File: src/rtl/tetris_pkg.sv
// Shared definitions for the piece sequencing logic.
//   PIECE_W     : bits per piece code
//   NUM_PIECES  : number of valid piece codes (0..NUM_PIECES-1)
//   PIECE_*     : named piece codes
//   queue_state_e : preview queue state (FILL / FULL)
//   code_in_range : true when a raw code names a real piece
package tetris_pkg;

  localparam int PIECE_W    = 3;
  localparam int NUM_PIECES = 7;

  localparam logic [PIECE_W-1:0] PIECE_I = 3'd0;
  localparam logic [PIECE_W-1:0] PIECE_O = 3'd1;
  localparam logic [PIECE_W-1:0] PIECE_T = 3'd2;
  localparam logic [PIECE_W-1:0] PIECE_S = 3'd3;
  localparam logic [PIECE_W-1:0] PIECE_Z = 3'd4;
  localparam logic [PIECE_W-1:0] PIECE_J = 3'd5;
  localparam logic [PIECE_W-1:0] PIECE_L = 3'd6;

  typedef enum logic [0:0] {
    FILL = 1'b0,
    FULL = 1'b1
  } queue_state_e;

  // Widened compare so NUM_PIECES never truncates against the code width.
  function automatic logic code_in_range(input logic [PIECE_W-1:0] code);
    return ({1'b0, code} < (PIECE_W+1)'(NUM_PIECES));
  endfunction

endpackage

File: src/rtl/piece_filter.sv
// Combinational accept/reject of the raw randomizer code.
// Optional feature macro: PIECE_QUEUE_BAG7_EN (bag-of-seven mode).
// Ports:
//   rand_in   in  raw randomizer code
//   mask      in  used-piece mask (bag mode only)
//   next_mask out mask to load if this code is accepted (bag mode only)
//   accept    out code is a valid, drawable piece
module piece_filter
  import tetris_pkg::*;
(
  input  logic [PIECE_W-1:0]    rand_in,
`ifdef PIECE_QUEUE_BAG7_EN
  input  logic [NUM_PIECES-1:0] mask,
  output logic [NUM_PIECES-1:0] next_mask,
`endif
  output logic                  accept
);

`ifdef PIECE_QUEUE_BAG7_EN
  logic [NUM_PIECES-1:0] onehot_s;
  logic [NUM_PIECES-1:0] set_mask_s;

  // Bag rule: reject codes already drawn; a full bag empties on the same accept.
  always_comb begin
    onehot_s   = {NUM_PIECES{1'b0}};
    set_mask_s = mask;
    next_mask  = mask;
    accept     = 1'b0;
    if (code_in_range(rand_in)) begin
      onehot_s = NUM_PIECES'(1) << rand_in;
    end else begin
      onehot_s = {NUM_PIECES{1'b0}};
    end
    accept     = code_in_range(rand_in) && ((mask & onehot_s) == {NUM_PIECES{1'b0}});
    set_mask_s = mask | onehot_s;
    if (&set_mask_s) begin
      next_mask = {NUM_PIECES{1'b0}};
    end else begin
      next_mask = set_mask_s;
    end
  end
`else
  // Plain mode: only out-of-range codes are rejected.
  always_comb begin
    accept = code_in_range(rand_in);
  end
`endif

endmodule

File: src/rtl/piece_queue_ctrl.sv
// Preview queue between the piece randomizer and the game FSM.
// Optional feature macro: PIECE_QUEUE_BAG7_EN (bag-of-seven draw rule).
// Ports:
//   clk         in  system clock
//   restart     in  asynchronous active-high reset
//   rand_in     in  raw randomizer code, sampled each posedge
//   next_req    in  pop request, honoured only while next_valid=1
//   next_valid  out head entry present (registered)
//   next_piece  out head piece code (registered)
//   preview     out queue contents, entry 0 in LSBs
//   count       out number of valid entries
//   reroll_cnt  out saturating count of discarded samples
module piece_queue_ctrl
  import tetris_pkg::*;
#(
  parameter int DEPTH = 3
) (
  input  logic                     clk,
  input  logic                     restart,
  input  logic [PIECE_W-1:0]       rand_in,
  input  logic                     next_req,
  output logic                     next_valid,
  output logic [PIECE_W-1:0]       next_piece,
  output logic [DEPTH*PIECE_W-1:0] preview,
  output logic [2:0]               count,
  output logic [7:0]               reroll_cnt
);

  logic [PIECE_W-1:0] entry_r     [DEPTH];
  logic [PIECE_W-1:0] shifted_s   [DEPTH];
  logic [PIECE_W-1:0] entry_nxt_s [DEPTH];
  logic [2:0]         count_r;
  logic [2:0]         count_nxt_s;
  logic [2:0]         wr_idx_s;
  queue_state_e       state_r;
  queue_state_e       state_nxt_s;
  logic               next_valid_r;
  logic [7:0]         reroll_r;
  logic [7:0]         reroll_nxt_s;
  logic               accept_s;
  logic               pop_s;
  logic               push_s;
  logic               reject_s;

`ifdef PIECE_QUEUE_BAG7_EN
  logic [NUM_PIECES-1:0] mask_r;
  logic [NUM_PIECES-1:0] filt_mask_s;

  piece_filter u_filter (
    .rand_in   (rand_in),
    .mask      (mask_r),
    .next_mask (filt_mask_s),
    .accept    (accept_s)
  );

  // Used-piece mask advances only on an actual push.
  always_ff @(posedge clk or posedge restart) begin
    if (restart) begin
      mask_r <= {NUM_PIECES{1'b0}};
    end else if (push_s) begin
      mask_r <= filt_mask_s;
    end else begin
      mask_r <= mask_r;
    end
  end
`else
  piece_filter u_filter (
    .rand_in (rand_in),
    .accept  (accept_s)
  );
`endif

  // Handshake qualification: samples only matter while the queue has room.
  always_comb begin
    pop_s    = next_req && next_valid_r;
    push_s   = 1'b0;
    reject_s = 1'b0;
    if (state_r == FILL) begin
      push_s   = accept_s;
      reject_s = !accept_s;
    end else begin
      push_s   = 1'b0;
      reject_s = 1'b0;
    end
  end

  // Next queue contents: shift on pop, then drop the new sample at the tail.
  always_comb begin
    for (int i = 0; i < DEPTH; i++) begin
      shifted_s[i] = entry_r[i];
    end
    if (pop_s) begin
      for (int i = 0; i < DEPTH - 1; i++) begin
        shifted_s[i] = entry_r[i+1];
      end
      shifted_s[DEPTH-1] = {PIECE_W{1'b0}};
    end else begin
      for (int i = 0; i < DEPTH; i++) begin
        shifted_s[i] = entry_r[i];
      end
    end
    // A pop has already moved the tail down one slot.
    wr_idx_s = pop_s ? (count_r - 3'd1) : count_r;
    for (int i = 0; i < DEPTH; i++) begin
      entry_nxt_s[i] = (push_s && (3'(i) == wr_idx_s)) ? rand_in : shifted_s[i];
    end
  end

  // Occupancy, queue state and reroll bookkeeping.
  always_comb begin
    count_nxt_s = count_r;
    case ({push_s, pop_s})
      2'b10:   count_nxt_s = count_r + 3'd1;
      2'b01:   count_nxt_s = count_r - 3'd1;
      default: count_nxt_s = count_r;
    endcase

    state_nxt_s = state_r;
    case (state_r)
      FILL:    state_nxt_s = (count_nxt_s == 3'(DEPTH)) ? FULL : FILL;
      FULL:    state_nxt_s = pop_s ? FILL : FULL;
      default: state_nxt_s = FILL;
    endcase

    reroll_nxt_s = reroll_r;
    if (reject_s && (reroll_r != 8'hFF)) begin
      reroll_nxt_s = reroll_r + 8'd1;
    end else begin
      reroll_nxt_s = reroll_r;
    end
  end

  // State register; next_valid is registered from the next count.
  always_ff @(posedge clk or posedge restart) begin
    if (restart) begin
      for (int i = 0; i < DEPTH; i++) begin
        entry_r[i] <= {PIECE_W{1'b0}};
      end
      count_r      <= 3'd0;
      state_r      <= FILL;
      next_valid_r <= 1'b0;
      reroll_r     <= 8'd0;
    end else begin
      for (int i = 0; i < DEPTH; i++) begin
        entry_r[i] <= entry_nxt_s[i];
      end
      count_r      <= count_nxt_s;
      state_r      <= state_nxt_s;
      next_valid_r <= (count_nxt_s != 3'd0);
      reroll_r     <= reroll_nxt_s;
    end
  end

  assign next_valid = next_valid_r;
  assign next_piece = entry_r[0];
  assign count      = count_r;
  assign reroll_cnt = reroll_r;

  for (genvar g = 0; g < DEPTH; g++) begin : g_preview
    assign preview[g*PIECE_W +: PIECE_W] = entry_r[g];
  end

endmodule

File: config.mk
export PLATFORM = sky130hd
export DESIGN_NAME = piece_queue_ctrl
export DESIGN_NICKNAME = d
export VERILOG_FILES = /design/src/rtl/tetris_pkg.sv /design/src/rtl/piece_filter.sv /design/src/rtl/piece_queue_ctrl.sv
export SDC_FILE = /design/constraint.sdc
export NUM_CORES = 1
export LEC_CHECK = 0
export ABC_AREA = 1
export CELL_PAD_IN_SITES_DETAIL_PLACEMENT = 0
export CELL_PAD_IN_SITES_GLOBAL_PLACEMENT = 1
export CORE_MARGIN = 2
export CORE_UTILIZATION = 36
export CTS_CLUSTER_SIZE = 25
export DETAILED_ROUTE_END_ITERATION = 12
export PLACE_DENSITY_LB_ADDON = 0.2
export SKIP_LAST_GASP = 1
export SYNTH_ARGS = -nofsm -noshare
export SYNTH_HDL_FRONTEND = slang
export SYNTH_SLANG_ARGS = --single-unit
export TNS_END_PERCENT = 50
File: constraint.sdc
create_clock -name clk -period 2.1 [get_ports clk]
set_clock_uncertainty 0.2 [all_clocks]
set_input_delay 0.315 -clock clk [delete_from_list [all_inputs] [get_ports clk]]
set_output_delay 0.315 -clock clk [all_outputs]
set_load 0.05 [all_outputs]
# Word level (Yosys, flattened, before mapping)

Index checks and enable logic that the tools add are counted.

Logic and storage cells: 40
Output and inout port bits: 24
Register bits: 22

Equality and inequality tests: 6
Bitwise operators: 1
$lt $le $gt $ge: 1
Add/subtract/negate cells: 3
Mux-type cells: 11
Reduce and logical (&&, ||, !) cells: 11

Operators by type and width:

| cell                  | count |
|---|---|
| $mux W3               | 4 |
| $mux W9               | 1 |
| $add A8 B1 Y8 const B | 1 |
| $ne A8 B8 Y1 const B  | 1 |
| $pmux W3 S2           | 1 |
| $reduce_bool A2 Y1    | 3 |
| $logic_and A1 B1 Y1   | 5 |
| $mux W1               | 4 |
| $add A3 B1 Y3 const B | 1 |
| $eq A1 B3 Y1 const A  | 1 |
| $eq A2 B3 Y1 const A  | 1 |
| $eq A3 B2 Y1 const B  | 1 |
| $logic_not A3 Y1      | 1 |
| $lt A3 B3 Y1 const B  | 1 |
| $reduce_bool A3 Y1    | 1 |
| $sub A3 B1 Y3 const B | 1 |
| $eq A2 B1 Y1 const B  | 1 |
| $eq A2 B2 Y1 const B  | 1 |
| $pmux W1 S2           | 1 |
| $logic_not A1 Y1      | 1 |
| $not A1 Y1            | 1 |

# Depth between registers and ports, before layout

Gate-level depths: netlist of the first run.

Depth after elaboration: 7
Gate-level depth with buffers: 11

# By module

Synthesis of the first run repeated with hierarchy kept, for this count alone.

Cell total of the unflattened synthesis: 178
Area, all modules: 1,332.5 um^2

By module, submodules not included:

| module           | times used | cells an instance | seq. area each (um^2) | area an instance (um^2) |
|---|---|---|---|---|
| piece_queue_ctrl | 1          | 177               | 550.5                 | 1,327.5 |
| piece_filter     | 1          | 1                 | 0.0                   | 5.0 |

# Least setup slack after synthesis of the first run

OpenSTA, ideal clock, no wires.

Path type: register -> register
From: register next_valid_r (netlist: next_valid)
To: register state_r
Setup slack: -0.106 ns
Stages on the path, launching flop included: 10
Period minus slack after synthesis: 2.206 ns
Setup time: 0.083 ns
Arrival time: 1.924 ns
Data required time: 1.817 ns
Path through: dfrtp_1 nand2_4 clkbuf_1 ha_1 inv_1 o21ai_0 nand2_1 nor2_1 nand2_1 o21ai_0

Word-level cells in the longest chain between the ends: 6

Ends and longest elaborated chain:

| item                                                | line                    | text |
|---|---|---|
| start: declaration                                  | piece_queue_ctrl.sv:37  | `logic next_valid_r;` |
| start signal: assignment                            | piece_queue_ctrl.sv:149 | `next_valid_r <= (count_nxt_s != 3'd0);` |
| $logic_and A1 B1 Y1 *                               | piece_queue_ctrl.sv:75  | `pop_s = next_req && next_valid_r;` |
| $eq A2 B1 Y1 / $eq A2 B2 Y1 (equally long branches) | piece_queue_ctrl.sv:112 | `case ({push_s, pop_s})` |
| $pmux W3 S2 *                                       | piece_queue_ctrl.sv:112 |  |
| net count_nxt_s[0]                                  | piece_queue_ctrl.sv:33  | `logic [2:0] count_nxt_s;` |
| $eq A3 B2 Y1 *                                      | piece_queue_ctrl.sv:120 | `FILL: state_nxt_s = (count_nxt_s == 3'(DEPTH)) ? FULL : FILL;` |
| $mux W1 *                                           | piece_queue_ctrl.sv:120 |  |
| $pmux W1 S2 *                                       | piece_queue_ctrl.sv:119 | `case (state_r)` |
| net state_nxt_s                                     | piece_queue_ctrl.sv:36  | `queue_state_e state_nxt_s;` |
| end signal: assignment                              | piece_queue_ctrl.sv:148 | `state_r <= state_nxt_s;` |
| end: declaration                                    | piece_queue_ctrl.sv:35  | `queue_state_e state_r;` |

The timed path passes the listed nets; every way through them passes the cells marked *.
A chain may end at the register's enable or synchronous reset.

# Worst setup path in the final report of the first run

From: register reroll_r[1] (netlist: reroll_cnt[1])
To: output port reroll_cnt[1]

RTL lines:

| item                     | line                    | text |
|---|---|---|
| start: declaration       | piece_queue_ctrl.sv:38  | `logic [7:0] reroll_r;` |
| start signal: assignment | piece_queue_ctrl.sv:150 | `reroll_r <= reroll_nxt_s;` |
| end: declaration         | piece_queue_ctrl.sv:26  | `output logic [7:0] reroll_cnt` |

No word-level cell between the ends.

==> impl_results.rst, run 1 <==
.. list-table::
   :header-rows: 1

   * - Metric
     - Value
   * - Proportion of power drawn by flip-flops and latches
     - 24.5%
   * - Leak Pwr
     - 0.969 nW
   * - Number of sinks driven by the clock tree
     - 22
   * - Launching point of the worst reg2reg path
     - count[1]$_DFF_PP0_
   * - Most frequent cell after synthesis
     - sky130_fd_sc_hd__nand2_1
   * - Clock tree from TritonCTS
     - built
   * - Cell variety after synth
     - 24
   * - Type of origin of the critical path
     - register
   * - First-pass iteration count of the detailed router
     - 4
   * - PostCTS Resize Cnt
     - 0
   * - Dominant cells by area after synthesis
     - sky130_fd_sc_hd__dfrtp_1 (40%), sky130_fd_sc_hd__nand2_1 (19%), sky130_fd_sc_hd__nand3_1 (6.2%)
   * - Final instance area
     - 0.00186 mm^2
   * - Buffers inserted during post-CTS setup optimization
     - 0
   * - Vias post-DR
     - 1270
   * - Area share of the leading cell type in the synthesized netlist
     - 40.0%
   * - Pin slew with the least headroom to its limit
     - 0.502 ns
   * - Share of the cycle needed by the critical path after routing
     - 95.9%
   * - Number of enable-type register cells in the synthesized netlist
     - 0
   * - Final weighted congestion in routability-driven placement
     - 0.840
   * - Signal arrival time at the worst endpoint
     - 1.50 ns
   * - Via/cell ratio
     - 4.70
   * - Number of antenna violations at the first check in global routing
     - 0
   * - Switching power as a share of total power
     - 52.0%
   * - Combined flip-flop and latch cell area
     - 552 um^2
   * - Detailed-route wire length per cell
     - 11.0 um
   * - Clock share of power
     - 10.5%
   * - Vias in the first global route
     - 1215
   * - Overall fraction of global-route tracks in use
     - 15.3%
   * - Yosys reg bits
     - 22
   * - TritonCTS buffer count
     - 3
   * - Power share of the combinational group
     - 65.0%
   * - Worst-case setup margin in the final layout
     - 0.0868 ns
   * - Std-Cell Rows
     - 22
   * - Power density over cell area
     - 1540 mW/mm^2
   * - Top fanout value on the critical path
     - 4
   * - Commonest register cell after synthesis
     - sky130_fd_sc_hd__dfrtp_1
   * - Psw
     - 1.49 mW
   * - Setup Viol. Count Final
     - 0
   * - Final antenna-violating net count
     - 0
   * - Max incr delay on CP
     - 0.83 ns
   * - Final Routed Wirelength
     - 2980 um
   * - Insertion delay to the later sink of the worst-skew pair
     - 0.26 ns
   * - Total I/O pin count
     - 30
   * - Layout cells sized above 1
     - 21.2%
   * - Share of the yosys chip area belonging to registers
     - 40.0%
   * - Synthesized netlist cell count
     - 178
   * - Critical path cell sequence
     - clkdlybuf4s50_1
   * - Count of endpoints failing hold in the final timing report
     - 0
   * - Worst slack at placement
     - -0.190 ns
   * - Placement-stage cell area
     - 0.00180 mm^2
   * - Largest delay share family, worst path
     - buffers and inverters
   * - Post-synth design cell area
     - 0.00138 mm^2
   * - Syn_area_per_cell
     - 7.74 um^2
   * - Starting density of the core
     - 37.6%
   * - Clk root buf
     - sky130_fd_sc_hd__clkbuf_8
   * - Number of maximum-capacitance constraint violations
     - 0
   * - Path type of the worst setup path
     - register to output pin
   * - Start point of the critical path
     - reroll_cnt[1]$_DFFE_PP0P_
   * - Asr flop ratio synth
     - 100%
   * - Int Power
     - 1.37 mW
   * - Worst hold path class
     - input pin to async pin
   * - Total grt overflow
     - 0
   * - Half-perimeter wire length of the detailed placement result
     - 2320 um
   * - Multi-input combinational cell area
     - 727 um^2
   * - Reg-to-reg slack, setup
     - 0.32 ns
   * - Peak VDD IR
     - 0.700 mV
   * - Pin count of the biggest net entering global routing
     - 23
   * - Initial drt markers
     - 47
   * - Bufs and invs on worst path
     - 1
   * - Crit. End Element
     - output pin
   * - Non-filler cells, final
     - 270
   * - Final Power
     - 2.86 mW
   * - Highest attainable clock frequency
     - 497 MHz
   * - Number of antenna repair diodes
     - 0
   * - Cells after DPL
     - 266
   * - Net count after synthesis
     - 189
   * - Critical-path top delay cell
     - sky130_fd_sc_hd__clkdlybuf4s50_1
   * - Wire length of the first global-routing pass
     - 5200 um
   * - Number of hold-repair buffers added at the cts stage
     - 0
   * - Number of H-tree levels
     - 1
   * - Setup repair after global routing missed its margin
     - no
   * - Count of nets after finishing
     - 234
   * - Clock Tree Buf Depth
     - 2
   * - Die Outline Area
     - 0.00434 mm^2
   * - Filler instances
     - 363
   * - Number of input and output port buffers inserted
     - 29
   * - Minimum clock period after layout
     - 2.01 ns
   * - Core ar.
     - 0.00366 mm^2
   * - Clock transition time at the flip-flop clock pins of the worst setup and hold paths
     - 0.08 ns
   * - Commonest cells in the netlist
     - sky130_fd_sc_hd__nand2_1 (70), sky130_fd_sc_hd__dfrtp_1 (22), sky130_fd_sc_hd__inv_1 (18)
   * - Synthesis warning total
     - 0
   * - Largest area contributor in the synthesized netlist
     - sky130_fd_sc_hd__dfrtp_1
   * - Die X
     - 65.9 um
   * - Final count of pins violating max slew
     - 0
   * - Data required, critical path
     - 1.58 ns
   * - Number of design rule violations left after detail routing
     - 0
   * - Layout-stage area growth over the synthesis result
     - 34.9%
   * - Y dimension of the die
     - 65.9 um
   * - Relative max-transition margin
     - 66.4%
   * - Status
     - completed
[path summary, 6_finish.rpt]
check | end | cells after the start
setup / recovery | reroll_cnt[1] | 1
hold / removal | reroll_cnt[1]$_DFFE_PP0P_ | 3
setup reg to reg | preview[3]$_DFFE_PP0P_ | 8
hold reg to reg | next_piece[0]$_DFFE_PP0P_ | 2
max in group asynchronous | next_valid$_DFF_PP0_ | 3
min in group clk | next_piece[0]$_DFFE_PP0P_ | 2
[cells in the final DEF (no fill, tap or decap), drive strengths merged, types with 5 or more instances in the layout]
cell / synthesis / routed
nand2: 72 / 72
buf: 3 / 23
dfrtp: 22 / 22
clkdlybuf4s50: 0 / 21
inv: 21 / 21
nand3: 21 / 21
nor2: 8 / 8
o21ai: 8 / 8
nand4: 6 / 6
ha: 5 / 5
[flip-flops by register name (all words and copies together), names as in the netlist]
signal / cells
count: 3
reroll_cnt: 8
preview: 6
next_valid: 1
state_r: 1
next_piece: 3
[power by group through the flow]
stage	registers (mW)	logic, mW	clock network [mW]
finish	0.701	1.86	0.300
global route	0.726	2.02	0.337
detailed placement	0.711	1.86	0
global placement	0.703	1.84	0
floorplan	1.15	0.866	0
CTS	0.704	1.86	0.313
[cell families (layout without fill, tap and decap cells)]
group                      Yosys count  count (layout)  share of synthesized area (%)
buffers and inverters               25              69                           7.81
adders and majority gates            5               5                           4.54
AOI/OAI and AO/OA                    8               8                           4.54
xor gates and xnor gates             6               6                           3.81
and+or+nand+nor                    112             112                           39.3
DFF                                 22              22                           40.0
[metrics by stage]
stage	setup TNS (ns)	hold WS (ns)	util, %
floorplan	-0.0619	0.104	-
global placement	-0.194	0.293	49.0
detailed placement	-0.390	0.320	49.0
CTS	0	0.208	50.5
global route	0	0.231	50.8
finish	0	0.193	50.8
[metal layers]
metal / wire, um / vias up / GRT usage (%)
met5: 0 / - / 0
met1: 1300 / 588 / 19.1
met2: 1550 / 26 / 26.8
li1: - / 654 / -
met3: 106 / 2 / 2.39
met4: 20 / 0 / 4.69
[layout make-up]
cell class / count / share of cell area, %
Multi-Input combinational cell: 131 / 39.1
Tap cell: 48 / 3.23
Inverter: 21 / 4.38
Sequential cell: 22 / 29.7
Timing Repair Buffer: 44 / 20.6
Clock buffer: 4 / 2.96
Note: power is estimated with default switching activity, not from simulation.
==> run 2, diff against run 1 <==
- SLEW_MARGIN: default -> 20
- TNS_END_PERCENT: 50 -> 1
==> results of run 2 <==
Final layout, timing and power as in run 1 (identical DEF).
==> run 3, diff against run 2 <==
- CTS_CLUSTER_SIZE: 25 -> default
==> results of run 3 <==
Final layout, timing and power as in run 1 (identical DEF).
==> patch, RTL diff (settings of run 1) <==
The parameter `DEPTH` goes from 3 to 6.
--- a/src/rtl/piece_queue_ctrl.sv
+++ b/src/rtl/piece_queue_ctrl.sv
@@ -13,7 +13,7 @@
 module piece_queue_ctrl
   import tetris_pkg::*;
 #(
-  parameter int DEPTH = 3
+  parameter int DEPTH = 6
 ) (
   input  logic                     clk,
   input  logic                     restart,
Ports: changed (resized preview); port bits go from 30 to 39. The function was not compared with the original's and may differ.
==> patch against run 1 <==
Synthesized area up 45%. Core utilization down 2.2 points. Power up 64%. Hold slack better by 22 ps. Fmax down 2.2%. Cell count up 44%. Cell area up 42%. Largest power group unchanged. Sequential cell count up 9. Setup slack worse by 45 ps. Wire length up 60%. Non-clock buffer count up 8.
==> patch: results (changes against run 1) <==
| Metric | Value |
|---|---|
| Final net count | 327 (+40%) |
| Main area contributors after synthesis | dfrtp_1 39%, nand2_1 16%, nand3_1 12% |
| Status | finished clean |
| Buffer depth of the longest clock path | 2 (unchanged) |
| Maximum fanout encountered on the critical timing path | 6 (+2) |
| Port-buffer cells | 38 (+31%) |
| Max rail drop VDD | 848 uV (+21%) |
| Post-synth cell types | 29 (+21%) |
| Sequential element share of the synthesized area | 38.9% (-1.1 points) |
| RD Place Congestion | 0.827 (-1.5%) |
| Syn nets | 274 (+45%) |
| H-tree depth | 2 (+1) |
| Drt initial violations | 63 (+34%) |
| Worst-skew pair later-pin latency | 290 ps (+30 ps) |
| Global-route track usage on met3 | 3.22% (+0.83 points) |
| Leakage power | 0.00133 uW (+38%) |
| FILL cells | 569 (+57%) |
| Final HPWL from detailed placement | 3.47 mm (+49%) |
| Via count of the routed design | 1788 (+41%) |
| Launch point of the worst reg-to-reg path | count[0]$_DFF_PP0_ |
| Fraction of final layout cells sized beyond drive strength 1 | 21.2% (+0.031 points) |
| Final wirelength | 4.76 mm (+60%) |
| CTS Buf Count | 5 (+2) |
| Met1 usage | 22.5% (+3.4 points) |
| All-layer global routing usage | 17.1% (+1.9 points) |
| Maximum number of pins on one net before global-route repair | 32 (+39%) |
| Flip-flop count of the largest register after layout | 15 (+7) |
| Data arrival at the endpoint of the critical path | 1540 ps (+40 ps) |
| Max transition margin | 66.5% (about the same) |
| Critical Path Source | reroll_cnt[2]$_DFFE_PP0P_ |
| Global-route wire length before repair | 8.31 mm (+60%) |
patch: routing by layer:
layer	vias to the layer above	wire (microns)
li1	931	-
met3	8	172
met2	33	2160
met5	-	0
met4	0	69
met1	816	2350
patch: power by group:
group	switching, uW	internal [uW]
Combinational	1990	989
Clock	245	384
Sequential	253	844
Total	2490	2220
patch: final timing paths:
| kind | endpoint | slack [ps] | cells past startpoint |
|---|---|---|---|
| max in group asynchronous | next_valid$_DFF_PP0_ | 1170 | 3 |
| worst max-delay path | reroll_cnt[2] | 40 | 1 |
| worst min register to register | state_r$_DFF_PP0_ | 310 | 2 |
| worst min-delay path | preview[12]$_DFFE_PP0P_ | 220 | 3 |
| min in group clk | state_r$_DFF_PP0_ | 310 | 2 |
| worst max register to register | preview[4]$_DFFE_PP0P_ | 140 | 9 |
patch: timing repair:
item	4_1_cts	5_1_grt
hold buffers	0	0
endpoints found under the setup margin	0	5
endpoints found under the hold margin	0	0
gates resized for setup	0	4
patch: cell type report:
| cell class | instances | area, sq um | share of cell area (%) |
|---|---|---|---|
| Inverter | 31 | 124 | 4.69 |
| Clock buffer | 6 | 82.6 | 3.13 |
| Tap cell | 72 | 90.1 | 3.41 |
| Multi-Input combinational cell | 194 | 1070 | 40.6 |
| Sequential cell | 31 | 778 | 29.5 |
| Clock inverter | 2 | 35.0 | 1.33 |
| Timing Repair Buffer | 52 | 460 | 17.4 |
patch: cell families (layout without fill, tap and decap cells):
| family | count (synthesis) | count (layout) | synth area share (%) |
|---|---|---|---|
| fa+ha+maj | 6 | 6 | 3.76 |
| xor+xnor | 6 | 6 | 2.63 |
| compound gates | 5 | 5 | 1.44 |
| buf+inv | 37 | 91 | 8.03 |
| simple gates | 177 | 177 | 45.2 |
| flops | 31 | 31 | 38.9 |
patch: metrics by stage:
step,cell area [sq um],setup slack [ps],utilization (%),std cells
after floorplan,2000,-32.8,-,262
after global placement,2510,-143,46.2,380
after detailed placement,2510,-178,46.2,380
after CTS,2630,15.7,48.3,388
after global routing,2640,-22.5,48.6,388
final,2640,42.1,48.6,388
patch: worst reg2reg max path: stages (launching register included):
cell     delay [ps]
dfrtp_2         440
inv_1           120
ha_1            330
inv_1            60
nand3_1          80
nand2_2         100
nor2_2          160
nand3_2         170
nand2_1         110
nand3_1          70
